--- config.mk ---
export PLATFORM = sky130hd
export DESIGN_NAME = fetch_queue
export DESIGN_NICKNAME = d
export VERILOG_FILES = /design/src/rtl/fetch_queue_pkg.sv /design/src/rtl/fetch_fifo.sv /design/src/rtl/fetch_queue.sv
export SDC_FILE = /design/constraint.sdc
export NUM_CORES = 1
export LEC_CHECK = 0
export BUFFER_PORTS_ARGS = -buffer_cell sky130_fd_sc_hd__clkbuf_2
export CORE_ASPECT_RATIO = 1.1
export CORE_MARGIN = 3
export CORE_UTILIZATION = 60
export CTS_BUF_LIST = sky130_fd_sc_hd__clkbuf_8
export DETAILED_ROUTE_END_ITERATION = 10
export HOLD_SLACK_MARGIN = 0.1
export PLACE_DENSITY = 0.84
export REMOVE_ABC_BUFFERS = 1
export SETUP_SLACK_MARGIN = 0.4
export SLEW_MARGIN = 20
export SYNTH_ARGS = -nofsm -noshare
export SYNTH_HDL_FRONTEND = slang
export SYNTH_SLANG_ARGS = --single-unit
--- constraint.sdc ---
create_clock -name clk -period 11.05 [get_ports clk]
set_input_delay 1.105 -clock clk [delete_from_list [all_inputs] [get_ports clk]]
set_output_delay 1.105 -clock clk [all_outputs]
set_load 0.005 [all_outputs]
--- src/rtl/fetch_queue_pkg.sv ---
// Shared constants and types for the instruction-fetch front end.
package fetch_queue_pkg;

  localparam int INST_ADDR_W   = 32;
  localparam int INST_W        = 32;
  localparam int FETCH_DEPTH   = 4;
  localparam int FETCH_ROM_LAT = 1;

  localparam logic [INST_W-1:0] NOP = '0;

  // How a taken branch in the head entry reshapes queue, in-flight line and PC.
  typedef enum logic [1:0] {
    REDIR_NONE,
    REDIR_KEEP_QUEUE,
    REDIR_KEEP_SLOT,
    REDIR_REFETCH
  } redir_e;

endpackage

--- src/rtl/fetch_fifo.sv ---
// Circular prefetch buffer of {pc, inst} pairs; pointers carry an extra MSB so
// full and empty are distinguishable.
module fetch_fifo
  import fetch_queue_pkg::*;
#(
  parameter int AW    = INST_ADDR_W,
  parameter int DW    = INST_W,
  parameter int DEPTH = FETCH_DEPTH
) (
  input  logic                     clk,
  input  logic                     rst,
  input  logic                     push,
  input  logic [AW-1:0]            push_pc,
  input  logic [DW-1:0]            push_inst,
  input  logic                     pop,
  input  logic                     flush_keep_second,
  output logic                     head_valid,
  output logic [AW-1:0]            head_pc,
  output logic [DW-1:0]            head_inst,
  output logic [$clog2(DEPTH):0]   count
);

  localparam int PW = $clog2(DEPTH);
  localparam logic [PW:0] PTR_ONE = (PW+1)'(1);
  localparam logic [PW:0] PTR_TWO = (PW+1)'(2);

  logic [AW-1:0] pc_mem   [DEPTH];
  logic [DW-1:0] inst_mem [DEPTH];
  logic [PW:0]   rd_ptr, wr_ptr;

  assign count      = wr_ptr - rd_ptr;
  assign head_valid = (count != '0);
  assign head_pc    = pc_mem[rd_ptr[PW-1:0]];
  assign head_inst  = inst_mem[rd_ptr[PW-1:0]];

  // Flushing keeps only the entry behind the head: it becomes the sole occupant.
  always_ff @(posedge clk or negedge rst) begin
    if (!rst) begin
      rd_ptr <= '0;
      wr_ptr <= '0;
    end else if (flush_keep_second) begin
      rd_ptr <= rd_ptr + PTR_ONE;
      wr_ptr <= rd_ptr + PTR_TWO;
    end else begin
      if (push) wr_ptr <= wr_ptr + PTR_ONE;
      if (pop)  rd_ptr <= rd_ptr + PTR_ONE;
    end
  end

  // NOTE: storage is deliberately not reset; the pointers alone decide which
  // entries are meaningful, and outputs are masked when the queue is empty.
  always_ff @(posedge clk) begin
    if (push && !flush_keep_second) begin
      pc_mem[wr_ptr[PW-1:0]]   <= push_pc;
      inst_mem[wr_ptr[PW-1:0]] <= push_inst;
    end
  end

endmodule

--- src/rtl/fetch_queue.sv ---
// Instruction-fetch front end: PC generator, fixed-latency ROM in-flight line,
// prefetch queue to ID, branch redirect with MIPS delay-slot retention.
module fetch_queue
  import fetch_queue_pkg::*;
#(
  parameter int                ADDR_W   = INST_ADDR_W,
  parameter int                DATA_W   = INST_W,
  parameter int                DEPTH    = FETCH_DEPTH,
  parameter int                ROM_LAT  = FETCH_ROM_LAT,
  parameter logic [ADDR_W-1:0] RESET_PC = '0
) (
  input  logic                   clk,
  input  logic                   rst,
  output logic [ADDR_W-1:0]      rom_addr_o,
  output logic                   rom_ce_o,
  input  logic [DATA_W-1:0]      rom_data_i,
  input  logic                   stall_i,
  input  logic                   branch_flag_i,
  input  logic [ADDR_W-1:0]      branch_target_i,
  output logic [ADDR_W-1:0]      id_pc_o,
  output logic [DATA_W-1:0]      id_inst_o,
  output logic                   id_valid_o,
  output logic [$clog2(DEPTH):0] count_o
);

  localparam int CW = $clog2(DEPTH) + 1;
  localparam int OW = CW + 1;
  localparam logic [OW-1:0]     DEPTH_OCC = OW'(DEPTH);
  localparam logic [ADDR_W-1:0] PC_STEP   = ADDR_W'(4);

  logic [ADDR_W-1:0]  fetch_pc, pending_target, ds_pc, oldest_pc;
  logic               pending_valid;
  logic [ADDR_W-1:0]  slot_pc [ROM_LAT];
  logic [ROM_LAT-1:0] slot_live, slot_keep, oldest_mask;
  logic [CW-1:0]      count;
  logic [OW-1:0]      live_cnt, occ_after;
  logic               head_valid, pop, issue, issue_live;
  logic [ADDR_W-1:0]  head_pc;
  logic [DATA_W-1:0]  head_inst;
  redir_e             redir;

  assign pop   = head_valid && !stall_i;
  assign ds_pc = head_pc + PC_STEP;

  // NOTE: every variable gets a default before any branch so no latch is inferred.
  always_comb begin
    live_cnt    = '0;
    oldest_mask = '0;
    oldest_pc   = '0;
    for (int i = 0; i < ROM_LAT; i++) begin
      live_cnt = live_cnt + OW'(slot_live[i]);
      if (slot_live[i]) begin
        oldest_mask    = '0;
        oldest_mask[i] = 1'b1;
        oldest_pc      = slot_pc[i];
      end
    end
  end

  // Space is reserved at issue time for every live slot, so returns never overflow.
  assign occ_after = OW'(count) + live_cnt - OW'(pop);
  assign issue     = rst && (occ_after < DEPTH_OCC);

  always_comb begin
    redir = REDIR_NONE;
    if (pop && branch_flag_i) begin
      if (count >= CW'(2))                                redir = REDIR_KEEP_QUEUE;
      else if ((|oldest_mask) && (oldest_pc == ds_pc))    redir = REDIR_KEEP_SLOT;
      else                                                redir = REDIR_REFETCH;
    end
  end

  always_comb begin
    slot_keep  = '0;
    issue_live = 1'b0;
    case (redir)
      REDIR_NONE: begin
        slot_keep  = slot_live;
        issue_live = issue;
      end
      REDIR_KEEP_SLOT: slot_keep = oldest_mask;
      REDIR_REFETCH:   issue_live = issue && (fetch_pc == ds_pc);
      default: ;
    endcase
  end

  always_ff @(posedge clk or negedge rst) begin
    if (!rst) begin
      slot_live <= '0;
      for (int i = 0; i < ROM_LAT; i++) slot_pc[i] <= '0;
    end else begin
      slot_live[0] <= issue_live;
      slot_pc[0]   <= fetch_pc;
      for (int i = 1; i < ROM_LAT; i++) begin
        slot_live[i] <= slot_keep[i-1];
        slot_pc[i]   <= slot_pc[i-1];
      end
    end
  end

  // Refetch case: fetch the delay slot first, then resume at the parked target.
  always_ff @(posedge clk or negedge rst) begin
    if (!rst) begin
      fetch_pc       <= RESET_PC;
      pending_valid  <= 1'b0;
      pending_target <= '0;
    end else begin
      case (redir)
        REDIR_KEEP_QUEUE, REDIR_KEEP_SLOT: begin
          fetch_pc      <= branch_target_i;
          pending_valid <= 1'b0;
        end
        REDIR_REFETCH: begin
          if (issue_live) begin
            fetch_pc      <= branch_target_i;
            pending_valid <= 1'b0;
          end else begin
            fetch_pc       <= ds_pc;
            pending_valid  <= 1'b1;
            pending_target <= branch_target_i;
          end
        end
        default: begin
          if (issue) begin
            if (pending_valid) begin
              fetch_pc      <= pending_target;
              pending_valid <= 1'b0;
            end else begin
              fetch_pc <= fetch_pc + PC_STEP;
            end
          end
        end
      endcase
    end
  end

  fetch_fifo #(.AW(ADDR_W), .DW(DATA_W), .DEPTH(DEPTH)) u_fifo (
    .clk               (clk),
    .rst               (rst),
    .push              (slot_keep[ROM_LAT-1]),
    .push_pc           (slot_pc[ROM_LAT-1]),
    .push_inst         (rom_data_i),
    .pop               (pop),
    .flush_keep_second (redir == REDIR_KEEP_QUEUE),
    .head_valid        (head_valid),
    .head_pc           (head_pc),
    .head_inst         (head_inst),
    .count             (count)
  );

  assign rom_ce_o   = issue;
  assign rom_addr_o = issue ? fetch_pc : '0;
  assign id_valid_o = head_valid;
  assign id_pc_o    = head_valid ? head_pc : '0;
  assign id_inst_o  = head_valid ? head_inst : DATA_W'(NOP);
  assign count_o    = count;

endmodule

==> results of run 1 <==
[cell families (layout without fill, tap and decap cells)]
group / count (synthesis) / count (layout) / synth area share
adder cells (fa/ha/maj): 17 / 17 / 0.0122
buffers and inverters: 123 / 326 / 0.0302
AND/OR/NAND/NOR: 488 / 488 / 0.148
AO/OA/AOI/OAI: 249 / 249 / 0.0937
XOR/XNOR: 68 / 68 / 0.0379
flip-flops: 360 / 360 / 0.568
multiplexers: 115 / 115 / 0.110
[registers in the layout, summed over array words and instances, names as in the netlist]
name             flops
slot_pc             32
u_fifo.pc_mem      128
pending_valid        1
u_fifo.wr_ptr        3
slot_live            1
pending_target      32
u_fifo.inst_mem    128
fetch_pc            32
u_fifo.rd_ptr        3
[area by class of cell]
| cell class | count | area [um^2] |
|---|---|---|
| Sequential cell | 360 | 10300 |
| Fill cell | 2086 | 9380 |
| Multi-Input combinational cell | 937 | 7320 |
| Timing Repair Buffer | 189 | 1020 |
| Clock buffer | 60 | 826 |
| Tap cell | 374 | 468 |
| Clock inverter | 40 | 204 |
| Inverter | 37 | 139 |
[critical path, stage by stage, from the launching register on]
cell	delay (ns)
dfrtp_4	1.09
mux4_2	0.54
ha_1	0.31
nand4_1	0.33
or3_1	0.54
or4_4	0.54
xor2_1	0.42
a222oi_1	0.14
a31oi_1	0.20
nor4_1	0.11
nor2_1	0.33
ha_2	0.24
buf_4	0.46
nand4_1	0.16
nor3_1	0.19
nand4b_1	0.12
or4_4	0.45
nor4_4	0.32
a22oi_2	0.08
buf_4	0.33
o21ai_4	0.43
buf_16	0.23
mux2_1	0.35
[power groups by stage]
stage | Sequential, mW | Combinational (mW) | Clock (mW)
after floorplan | 2.00 | 2.11 | 0
after detailed placement | 2.09 | 3.29 | 0
final | 2.07 | 3.36 | 1.03
after CTS | 2.06 | 3.31 | 1.05
after global routing | 2.11 | 3.62 | 1.11
after global placement | 2.07 | 3.22 | 0
[how the worst min path moves through the flow]
stage / from / to / slack [ns] / cells past startpoint
6_report: fetch_pc[1] / slot_pc[1] / 0.46 / 0
5_1_grt: fetch_pc[1] / slot_pc[1] / 0.47 / 0
4_1_cts: rst / pending_target[30] / 0.46 / 1
3_5_place_dp: fetch_pc[0] / slot_pc[0] / 0.44 / 0
3_3_place_gp: fetch_pc[1] / slot_pc[1] / 0.44 / 0
2_1_floorplan: fetch_pc[0] / slot_pc[0] / 0.40 / 0
[synth_stat cells (all sizes together) (9+ instances only)]
cell type,count,area (um^2)
nor4,15,115
a21boi,14,105
a311o,9,90.1
or4,14,116
o211ai,9,67.6
and2,37,233
nor2,85,319
mux2,35,394
nor2b,63,394
dfrtp,104,2600
xnor2,42,375
a21oi,51,255
mux2i,16,160
nand3,56,285
mux4,64,1440
o22ai,9,56.3
buf,28,190
xor2,20,175
inv,34,128
clkbuf,58,218
nand2b,13,81.3
nand4,35,231
or3,9,56.3
nor3,36,185
ha,16,200
and3,18,113
o21ai,70,365
edfxtp,256,7690
nand2,75,282
[cell usage in the layout, fill, tap and decap left out, types with 11 or more instances in the layout]
cell / count
and2_1: 32
mux2i_1: 16
nand2_1: 75
dfrtp_1: 102
mux4_2: 64
a21oi_1: 51
nand2b_1: 13
and3_1: 18
mux2_1: 29
inv_1: 53
nor2_1: 84
or4_1: 11
xnor2_1: 41
o21ai_0: 65
nor2b_1: 63
nand3_1: 55
xor2_1: 20
nand4_1: 33
buf_4: 21
nor3_1: 33
clkinv_1: 17
nor4_1: 13
clkbuf_8: 60
ha_1: 15
clkbuf_2: 167
a21boi_0: 14
edfxtp_1: 256
[routing by layer]
layer,track usage,vias up,part of all wire,wire [um]
li1,-,5775,-,-
met1,0.422,6427,0.40,18900
met2,0.458,754,0.48,22600
met3,0.0422,114,0.089,4190
met4,0.0954,0,0.034,1620
met5,0,-,0,0
==> summary.md, run 1 <==
| Metric | Value |
|---|---|
| Remaining DRCs | 0 |
| Final WL | 47.3 mm |
| Hold Violations, Final | 0 |
| Post-CTS Hold Buffers | 0 |
| Hold Slack | approximately 0.46 ns |
| Initial antenna violation count | 0 |
| Vias in the first global route | 12738 |
| Worst reg2reg setup slack | around 2.9 ns |
| CTS Buffer Depth | 3 |
| Cell Int Power | ~3.6 mW |
| Initial Util | 0.611 |
| Sw Ratio | 0.445 |
| R2r startpoint | u_fifo.rd_ptr[0] |
| Final WS setup | 2.90 ns |
| Sink Count | 360 |
| Placed Cells | between 1500 and 2000 |
| GRT Overall Usage | 0.290 |
| Max Fanout on Critical Path | 53 |
| Worst setup SP type | flop |
| Clock-pin transition on the worst setup and hold timing paths | roughly 0.060 ns |
| Leak | 7.62 nW |
| Post-layout util | 0.684 |
| Die height | around 190 um |
| Post-synthesis cell area | between 0.015 and 0.02 mm^2 |
| Reg-to-reg endpoint | pending_target[26] |
| Fin crit period | a little over 8 ns |
| P&R area growth vs syn | 11.9% |
| Count of unique library cells instantiated by Yosys | 89 |
| CTS tree | done |
| Area after DPL | between 0.015 and 0.02 mm^2 |
| Routed vias/inst | 6.54 |
| Core Area | 0.0296 mm^2 |
| Reg2reg path depth | 22 |
| Via count | 13070 |
| Post-route insts no fill | between 1500 and 2000 |
| Net Switching | approximately 2.9 mW |
| Htree depth | 2 |
| TNS Setup | 0 ns |
| Syn Area/Cell | ~13 um^2 |
| CTS resizes | 0 |
| Dominant synthesized flop cell | edfxtp_1 |
| Max-cap violations | 0 |
| Sequential element share of the synthesized area | 0.568 |
| Req. time, crit path | 11.51 ns |
| WS Path Type | flop to flop |
| Share of power burned in registers | 0.320 |
| Largest net degree at the start of global routing | slightly below 70 |
| GP Congestion | 0.972 |
| DR WL/cell | 23.7 um |
| CTS Root Cell | clkbuf_8 |
| Die Wd | between 150 and 200 um |
| Gate Count Post-Synth | about 1400 |
| Global-route wire length before repair | ~73 mm |
| FF+latch count, synth | 360 |
| CP arrival | 8.61 ns |
| Clock share of power | 0.159 |
| Antenna-violating nets left | 0 |
| Tightest Pin Transition | 1.01 ns |
| Pwr Total | 6.46 mW |
| Antenna Cells | 0 |
| Setup Skew | about 0.021 ns |
| RSZ-0062 raised after global routing | no |
| Post-synth EDFFs | 256 |
| Post-synth ARST share | 0.289 |
| Crit end category | flop |
| Placed wire-length estimate | 32.4 mm |
| Slew Limit Fails | 0 |
| Finished layout cell area | slightly above 0.02 mm^2 |
| Drt first-iter violations | between 1000 and 1500 |
| Comb pwr share | 0.520 |
| Io pins | 169 |
| Worst VDD drop | around 0.25 mV |
| Yosys warns | 0 |
| Max_slew headroom | 0.329 |
| IO Port Bufs | ~170 |
| Rows | between 60 and 70 |
| Worst Setup SP | u_fifo.rd_ptr[0] |
| Share of layout cells above drive strength 1 | 0.223 |
| GR Overflow Total | 0 |
| Post-CTS setup buffer count | 0 |
| Worst skew pair latency | ~0.60 ns |
| Achievable Freq | roughly 120 MHz |
| First-pass iteration count of the detailed router | 6 |
| Num CTS Buffers | between 50 and 60 |
| Worst hold path class | flop to flop |
| Final setup viols | 0 |
| Die ar. | between 0.03 and 0.04 mm^2 |
| PD cells | about 320 mW/mm^2 |
| Period utilisation layout | 0.738 |
| Placement Setup Slack | approximately 2.8 ns |
| Worst setup path endpoint | pending_target[26] |
| Status | finished clean |
| Nets | about 1700 |
Note: power is estimated with default switching activity, not from simulation.
==> inputs of run 2 (changes only) <==
--- a/config.mk
+++ b/config.mk
@@ -8,11 +8,11 @@
 export BUFFER_PORTS_ARGS = -buffer_cell sky130_fd_sc_hd__clkbuf_2
 export CORE_ASPECT_RATIO = 1.1
 export CORE_MARGIN = 3
-export CORE_UTILIZATION = 60
+export CORE_UTILIZATION = 56
 export CTS_BUF_LIST = sky130_fd_sc_hd__clkbuf_8
 export DETAILED_ROUTE_END_ITERATION = 10
 export HOLD_SLACK_MARGIN = 0.1
-export PLACE_DENSITY = 0.84
+export PLACE_DENSITY = 0.83
 export REMOVE_ABC_BUFFERS = 1
 export SETUP_SLACK_MARGIN = 0.4
 export SLEW_MARGIN = 20
==> constraint.sdc (replaced) <==
create_clock -name clk -period 6.84 [get_ports clk]
set_input_delay 0.684 -clock clk [delete_from_list [all_inputs] [get_ports clk]]
set_output_delay 0.684 -clock clk [all_outputs]
set_load 0.005 [all_outputs]
==> run 2 against run 1 <==
  * Via count grew 3.0%
  * Design area grew 3.1%
  * First-iteration DRC count grew 12%
  * Critical path type unchanged
  * Routed wire length grew 6.3%
  * Clock power grew 76%
  * Global-route usage shrank 0.40 points
  * Sequential power grew 58%
  * Critical path depth shrank 1
==> summary.md, run 2 (synthesis results as in run 1) <==
| Metric | Value |
|---|---|
| Io pins | 169 (unchanged) |
| Share of layout cells above drive strength 1 | 0.259 (+0.0359) |
| Achievable Freq | 160 MHz (+30%) |
| DR WL/cell | 24.0 um (+1.4%) |
| Num CTS Buffers | 56 (+3.7%) |
| Period utilisation layout | 0.914 (+0.177) |
| Hold Violations, Final | 0 (unchanged) |
| Rows | 68 (+3.0%) |
| CTS Buffer Depth | 3 (unchanged) |
| Worst skew pair latency | 0.62 ns (+0.02 ns) |
| Final WL | 50.3 mm (+6.3%) |
| TNS Setup | 0 ns (unchanged) |
| Max-cap violations | 0 (unchanged) |
| Routed vias/inst | 6.44 (-1.6%) |
| Commonest cells after routing, fill and taps aside | edfxtp_1, clkbuf_2, dfrtp_1, nor2_1, nand2_1 |
| Commonest non-fill, non-tap cell in the layout | edfxtp_1 |
| Initial antenna violation count | 0 (unchanged) |
| Worst reg2reg setup slack | 0.59 ns (-2.31 ns) |
| Remaining DRCs | 0 (unchanged) |
| Global-route wire length before repair | 76.3 mm (+4.9%) |
| Vias in the first global route | 13266 (+4.1%) |
| Clock-pin transition on the worst setup and hold timing paths | 0.06 ns (about the same) |
| Worst Setup SP | u_fifo.rd_ptr[1] |
| Sink Count | 360 (unchanged) |
| Drt first-iter violations | 1646 (+12%) |
| Post-route insts no fill | 2092 (+4.8%) |
| RSZ-0062 raised after global routing | no |
| Reg-to-reg endpoint | fetch_pc[24] |
| GRT Overall Usage | 0.287 (-0.00396) |
| Final setup viols | 0 (unchanged) |
| Setup Skew | 0.0303 ns (+0.00932 ns) |
| CTS Root Cell | clkbuf_8 |
| WS Path Type | flop to flop |
| Hold Path Stages | 1 (+1) |
| Die Wd | 177 um (+3.4%) |
| P&R area growth vs syn | 15.3% |
| Placed Cells | 1968 (+3.8%) |
| Worst setup SP type | flop |
| HP Start | rom_data_i[25] |
| PD cells | 524 mW/mm^2 (+64%) |
| Leak | 7.92 nW (+3.8%) |
| GP Congestion | 0.982 (+1.0%) |
| Placed wire-length estimate | 34.6 mm (+6.9%) |
| Largest net degree at the start of global routing | 66 (-4.3%) |
| Worst VDD drop | 0.355 mV (+41%) |
| Post-layout util | 0.660 (-0.0237) |
| Max_slew headroom | 0.394 (+0.0649) |
| Nets | 1709 (+2.7%) |
| Core Area | 0.0317 mm^2 (+6.8%) |
| Fin crit period | 6.25 ns (-1.90 ns) |
| Slowest CP cell | nor2_1 |
| Crit path cell chain | buf_4 > buf_4 > buf_4 > fa_1 > xnor3_2 > ha_1 > nand4_1 > nor4_1 > o2111a_1 > nand4_1 > or4_1 > nor4_1 > nor2_1 > inv_1 > ha_1 > buf_4 > nor3_4 > nor2_1 > buf_4 > o21ai_0 > a221o_1 |
| Tightest Pin Transition | 0.907 ns (-0.0984 ns) |
| Reg2reg path depth | 21 (-4.5%) |
| CP arrival | 6.75 ns (-1.86 ns) |
| Pwr Total | 10.9 mW (+69%) |
| CTS tree | done |
| Cell mode on critical path | buf_4 |
| Die height | 195 um (+3.4%) |
| Status | finished clean |
| Placement Setup Slack | 0.344 ns (-2.43 ns) |
| Area after DPL | 0.0195 mm^2 (+1.4%) |
| Final WS setup | 0.585 ns (-2.31 ns) |
| Req. time, crit path | 7.34 ns (-4.17 ns) |
| Slew Limit Fails | 0 (unchanged) |
| Max Fanout on Critical Path | 16 (-70%) |
| Max incr delay on CP | 0.69 ns (-0.40 ns) |
| GR Overflow Total | 0 (unchanged) |
| Finished layout cell area | 0.0209 mm^2 (+3.1%) |
| Antenna Cells | 0 (unchanged) |
| Die ar. | 0.0345 mm^2 (+6.9%) |
| Hold EP | u_fifo.inst_mem[2][25] |
| Antenna-violating nets left | 0 (unchanged) |
| Initial Util | 0.572 (-0.0387) |
| R2r startpoint | u_fifo.rd_ptr[1] |
| Htree depth | 2 (unchanged) |
| IO Port Bufs | 168 (unchanged) |
| Crit end category | flop |
| Hold Slack | 0.295 ns (-0.160 ns) |
| Via count | 13468 (+3.0%) |
| Worst hold path class | input pin to flop |
| First-pass iteration count of the detailed router | 6 (unchanged) |
## run 2: cell count changes in the layout (fill, tap and decap cells not counted), sizes merged
cell         delta
buf            +41
clkinv          +9
inv             -6
bufinv          +2
clkbuf          +2
dlygate4sd3     +1
## run 2: worst max-delay path by stage
stage	slack (ns)	end
global placement	0.49	fetch_pc[8]
detailed placement	0.34	fetch_pc[14]
floorplan	-5.08	pending_target[10]
global route	0.28	fetch_pc[21]
CTS	0.45	fetch_pc[21]
finish	0.59	fetch_pc[24]
## run 2: per-layer routing
layer | global-route usage | wire length, um | share of wire | vias up
met1 | 0.392 | 19300 | 0.38 | 6638
met4 | 0.114 | 2020 | 0.040 | 0
li1 | - | - | - | 5857
met3 | 0.0531 | 4870 | 0.097 | 141
met2 | 0.457 | 24100 | 0.48 | 832
met5 | 0 | 0 | 0 | -
## run 2: where the power goes
group          internal (mW)  total, mW  switching, mW
clock                  0.949       1.81          0.861
combinational           2.38       5.86           3.48
sequential              2.79       3.28          0.490
## run 2: area by class of cell
class	instances	area (um^2)
clock inverters	45	300
multi-input cells	937	7410
inverters	37	139
fillers	2306	10800
clock buffers	61	840
well taps	420	526
repair buffers	232	1380
flip-flops and latches	360	10300
## run 2: what timing repair did
action | CTS | global route
gates cloned | 0 | 0
endpoints found under the setup margin | 8 | 66
pin swaps | 0 | 4
resized for setup | 0 | 23
hold buffers | 1 | 0
setup buffers | 1 | 16
endpoints found under the hold margin | 39 | 0
## run 2: worst max-delay path, delay by kind of cell (launching register included)
kind	cells	cell delay, ns
AO/OA/AOI/OAI	3	0.75
XOR/XNOR	1	0.30
adder cells (fa/ha/maj)	3	0.89
buffers and inverters	6	1.30
flip-flops	1	0.58
AND/OR/NAND/NOR	8	2.30
==> inputs of run 3 (changes only) <==
--- a/config.mk
+++ b/config.mk
@@ -6,7 +6,6 @@
 export NUM_CORES = 1
 export LEC_CHECK = 0
 export BUFFER_PORTS_ARGS = -buffer_cell sky130_fd_sc_hd__clkbuf_2
-export CORE_ASPECT_RATIO = 1.1
 export CORE_MARGIN = 3
 export CORE_UTILIZATION = 56
 export CTS_BUF_LIST = sky130_fd_sc_hd__clkbuf_8
==> run 3 against run 2 <==
  * Sequential power is essentially flat
  * Cell count decreased by 1.7%
  * Via count fell by 1.3%
  * Register-to-register slack about the same
  * Count of clock-buffer cells in the layout rose by 2
  * Worst setup slack improved by 0.010 ns
  * Worst hold slack better by 0.0017 ns
  * Critical path type unchanged
==> summary.md, run 3 (synthesis results as in run 1) <==
| Metric | Value |
|---|---|
| Status | finished clean |
| Io pins | 169 (unchanged) |
| Remaining DRCs | 0 (unchanged) |
| IO Port Bufs | 168 (unchanged) |
| Share of layout cells above drive strength 1 | 0.245 (-0.0143) |
| CTS tree | done |
| Vias in the first global route | 12901 (-2.8%) |
| Hold Path Stages | 1 (unchanged) |
| Worst skew pair latency | 0.61 ns (about the same) |
| DR WL/cell | 23.7 um (-1.6%) |
| Worst setup SP type | flop |
| Period utilisation layout | 0.913 (-0.00148) |
| Commonest cells after routing, fill and taps aside | edfxtp_1, clkbuf_2, dfrtp_1, nor2_1, nand2_1 |
| Via count | 13287 (-1.3%) |
| Global-route wire length before repair | 74.6 mm (-2.2%) |
| Achievable Freq | 160 MHz (+0.16%) |
| Die ar. | 0.0345 mm^2 (about the same) |
| CTS Buffer Depth | 3 (unchanged) |
| Max Fanout on Critical Path | 51 (+35) |
| Slew Limit Fails | 0 (unchanged) |
| RSZ-0062 raised after global routing | yes |
| WS Path Type | flop to flop |
| P&R area growth vs syn | 14.0% |
| Initial Util | 0.571 (-0.00122) |
| Antenna-violating nets left | 0 (unchanged) |
| CP arrival | 6.79 ns (+0.04 ns) |
| PD cells | 515 mW/mm^2 (-1.7%) |
| GR Overflow Total | 0 (unchanged) |
| Hold Slack | 0.297 ns (+0.00171 ns) |
| First-pass iteration count of the detailed router | 6 (unchanged) |
| Max-cap violations | 0 (unchanged) |
| Drt first-iter violations | 1710 (+3.9%) |
| Leak | 7.79 nW (-1.6%) |
| Max_slew headroom | 0.325 (-0.0690) |
| Placed wire-length estimate | 33.6 mm (-3.0%) |
| Routed vias/inst | 6.46 (+0.33%) |
| Final WL | 48.7 mm (-3.2%) |
| Hold Violations, Final | 0 (unchanged) |
| Worst hold path class | input pin to flop |
| Largest net degree at the start of global routing | 77 (+17%) |
| Sink Count | 360 (unchanged) |
| Clock-pin transition on the worst setup and hold timing paths | 0.07 ns (about the same) |
| Nets | 1692 (-0.99%) |
| Htree depth | 2 (unchanged) |
| Antenna Cells | 0 (unchanged) |
| Initial antenna violation count | 0 (unchanged) |
| Pwr Total | 10.6 mW (-2.8%) |
| Die Wd | 186 um (+4.7%) |
| GP Congestion | 1.00 (+2.0%) |
| Crit end category | flop |
| GRT Overall Usage | 0.280 (-0.00679) |
| Tightest Pin Transition | 1.01 ns (+0.105 ns) |
| Reg2reg path depth | 25 (+19%) |
| Final setup viols | 0 (unchanged) |
| Req. time, crit path | 7.38 ns (+0.04 ns) |
| Worst VDD drop | 0.356 mV (+0.22%) |
| CTS Root Cell | clkbuf_8 |
| Num CTS Buffers | 58 (+3.6%) |
| Core Area | 0.0317 mm^2 (+0.21%) |
| Fin crit period | 6.24 ns (-0.0101 ns) |
| Commonest non-fill, non-tap cell in the layout | edfxtp_1 |
| Setup Skew | 0.0222 ns (-0.00815 ns) |
| Die height | 186 um (-4.5%) |
| Rows | 65 (-4.4%) |
[run 3: through the flow]
| stage | cells | setup TNS, ns | area (um^2) | worst slack (ns) | util |
|---|---|---|---|---|---|
| global placement | 1942 | 0 | 19400 | 0.332 | 0.613 |
| floorplan | 1334 | -1202.45 | 17700 | -5.08 | - |
| detailed placement | 1942 | 0 | 19400 | 0.283 | 0.613 |
| global route | 2057 | 0 | 20700 | 0.288 | 0.651 |
| finish | 2057 | 0 | 20700 | 0.595 | 0.651 |
| CTS | 2053 | 0 | 20600 | 0.428 | 0.648 |
[run 3: area by class of cell]
cell class	count	area (um^2)
Fill cell	2356	11100
Inverter	37	139
Sequential cell	360	10300
Clock inverter	45	213
Timing Repair Buffer	213	1260
Clock buffer	63	867
Tap cell	402	503
Multi-Input combinational cell	937	7390
[run 3: worst max-delay path, cell delays in order (launching register included)]
cell and delay (ns):
dfrtp_4 0.60, buf_4 0.23, buf_4 0.22, ha_1 0.22, fa_1 0.36, xnor3_2 0.31, ha_1 0.31, nand4_1 0.15
nor4_1 0.29, o2111a_1 0.29, nand4_1 0.17, or4_1 0.55, nor4_2 0.20, nor2_1 0.13, ha_2 0.21, buf_4 0.31
nor2_2 0.24, o21ai_2 0.09, buf_4 0.27, nor3b_1 0.19, a21oi_1 0.12, o22ai_1 0.09, a22oi_1 0.25, nand3_1 0.11
nor2_1 0.13, a311o_1 0.11
[run 3: timing repair]
action / 4_1_cts / 5_1_grt
pin swaps: 1 / 1
setup endpoints to repair: 41 / 59
buffers inserted: 2 / 4
endpoints found under the hold margin: 28 / 0
hold buffers: 1 / 0
resized for setup: 3 / 17
[run 3: final timing paths]
kind                                  startpoint                      to  slack [ns]
worst max register to register  u_fifo.rd_ptr[0]            fetch_pc[20]        0.60
min in group asynchronous                    rst      pending_target[26]        0.54
worst max-delay path            u_fifo.rd_ptr[0]            fetch_pc[20]        0.60
worst min-delay path              rom_data_i[29]  u_fifo.inst_mem[3][29]        0.30
max in group asynchronous                    rst        u_fifo.rd_ptr[0]        4.83
worst min register to register       fetch_pc[1]              slot_pc[1]        0.46
[run 3: layer usage]
layer | share of wire | track usage
met1 | 0.41 | 0.407
met4 | 0.035 | 0.0950
met3 | 0.090 | 0.0373
met5 | 0 | 0
met2 | 0.47 | 0.441
[run 3: power breakdown]
part,internal [mW],switching (mW),total [mW]
combinational,2.28,3.37,5.65
clock,0.855,0.848,1.70
sequential,2.79,0.505,3.29
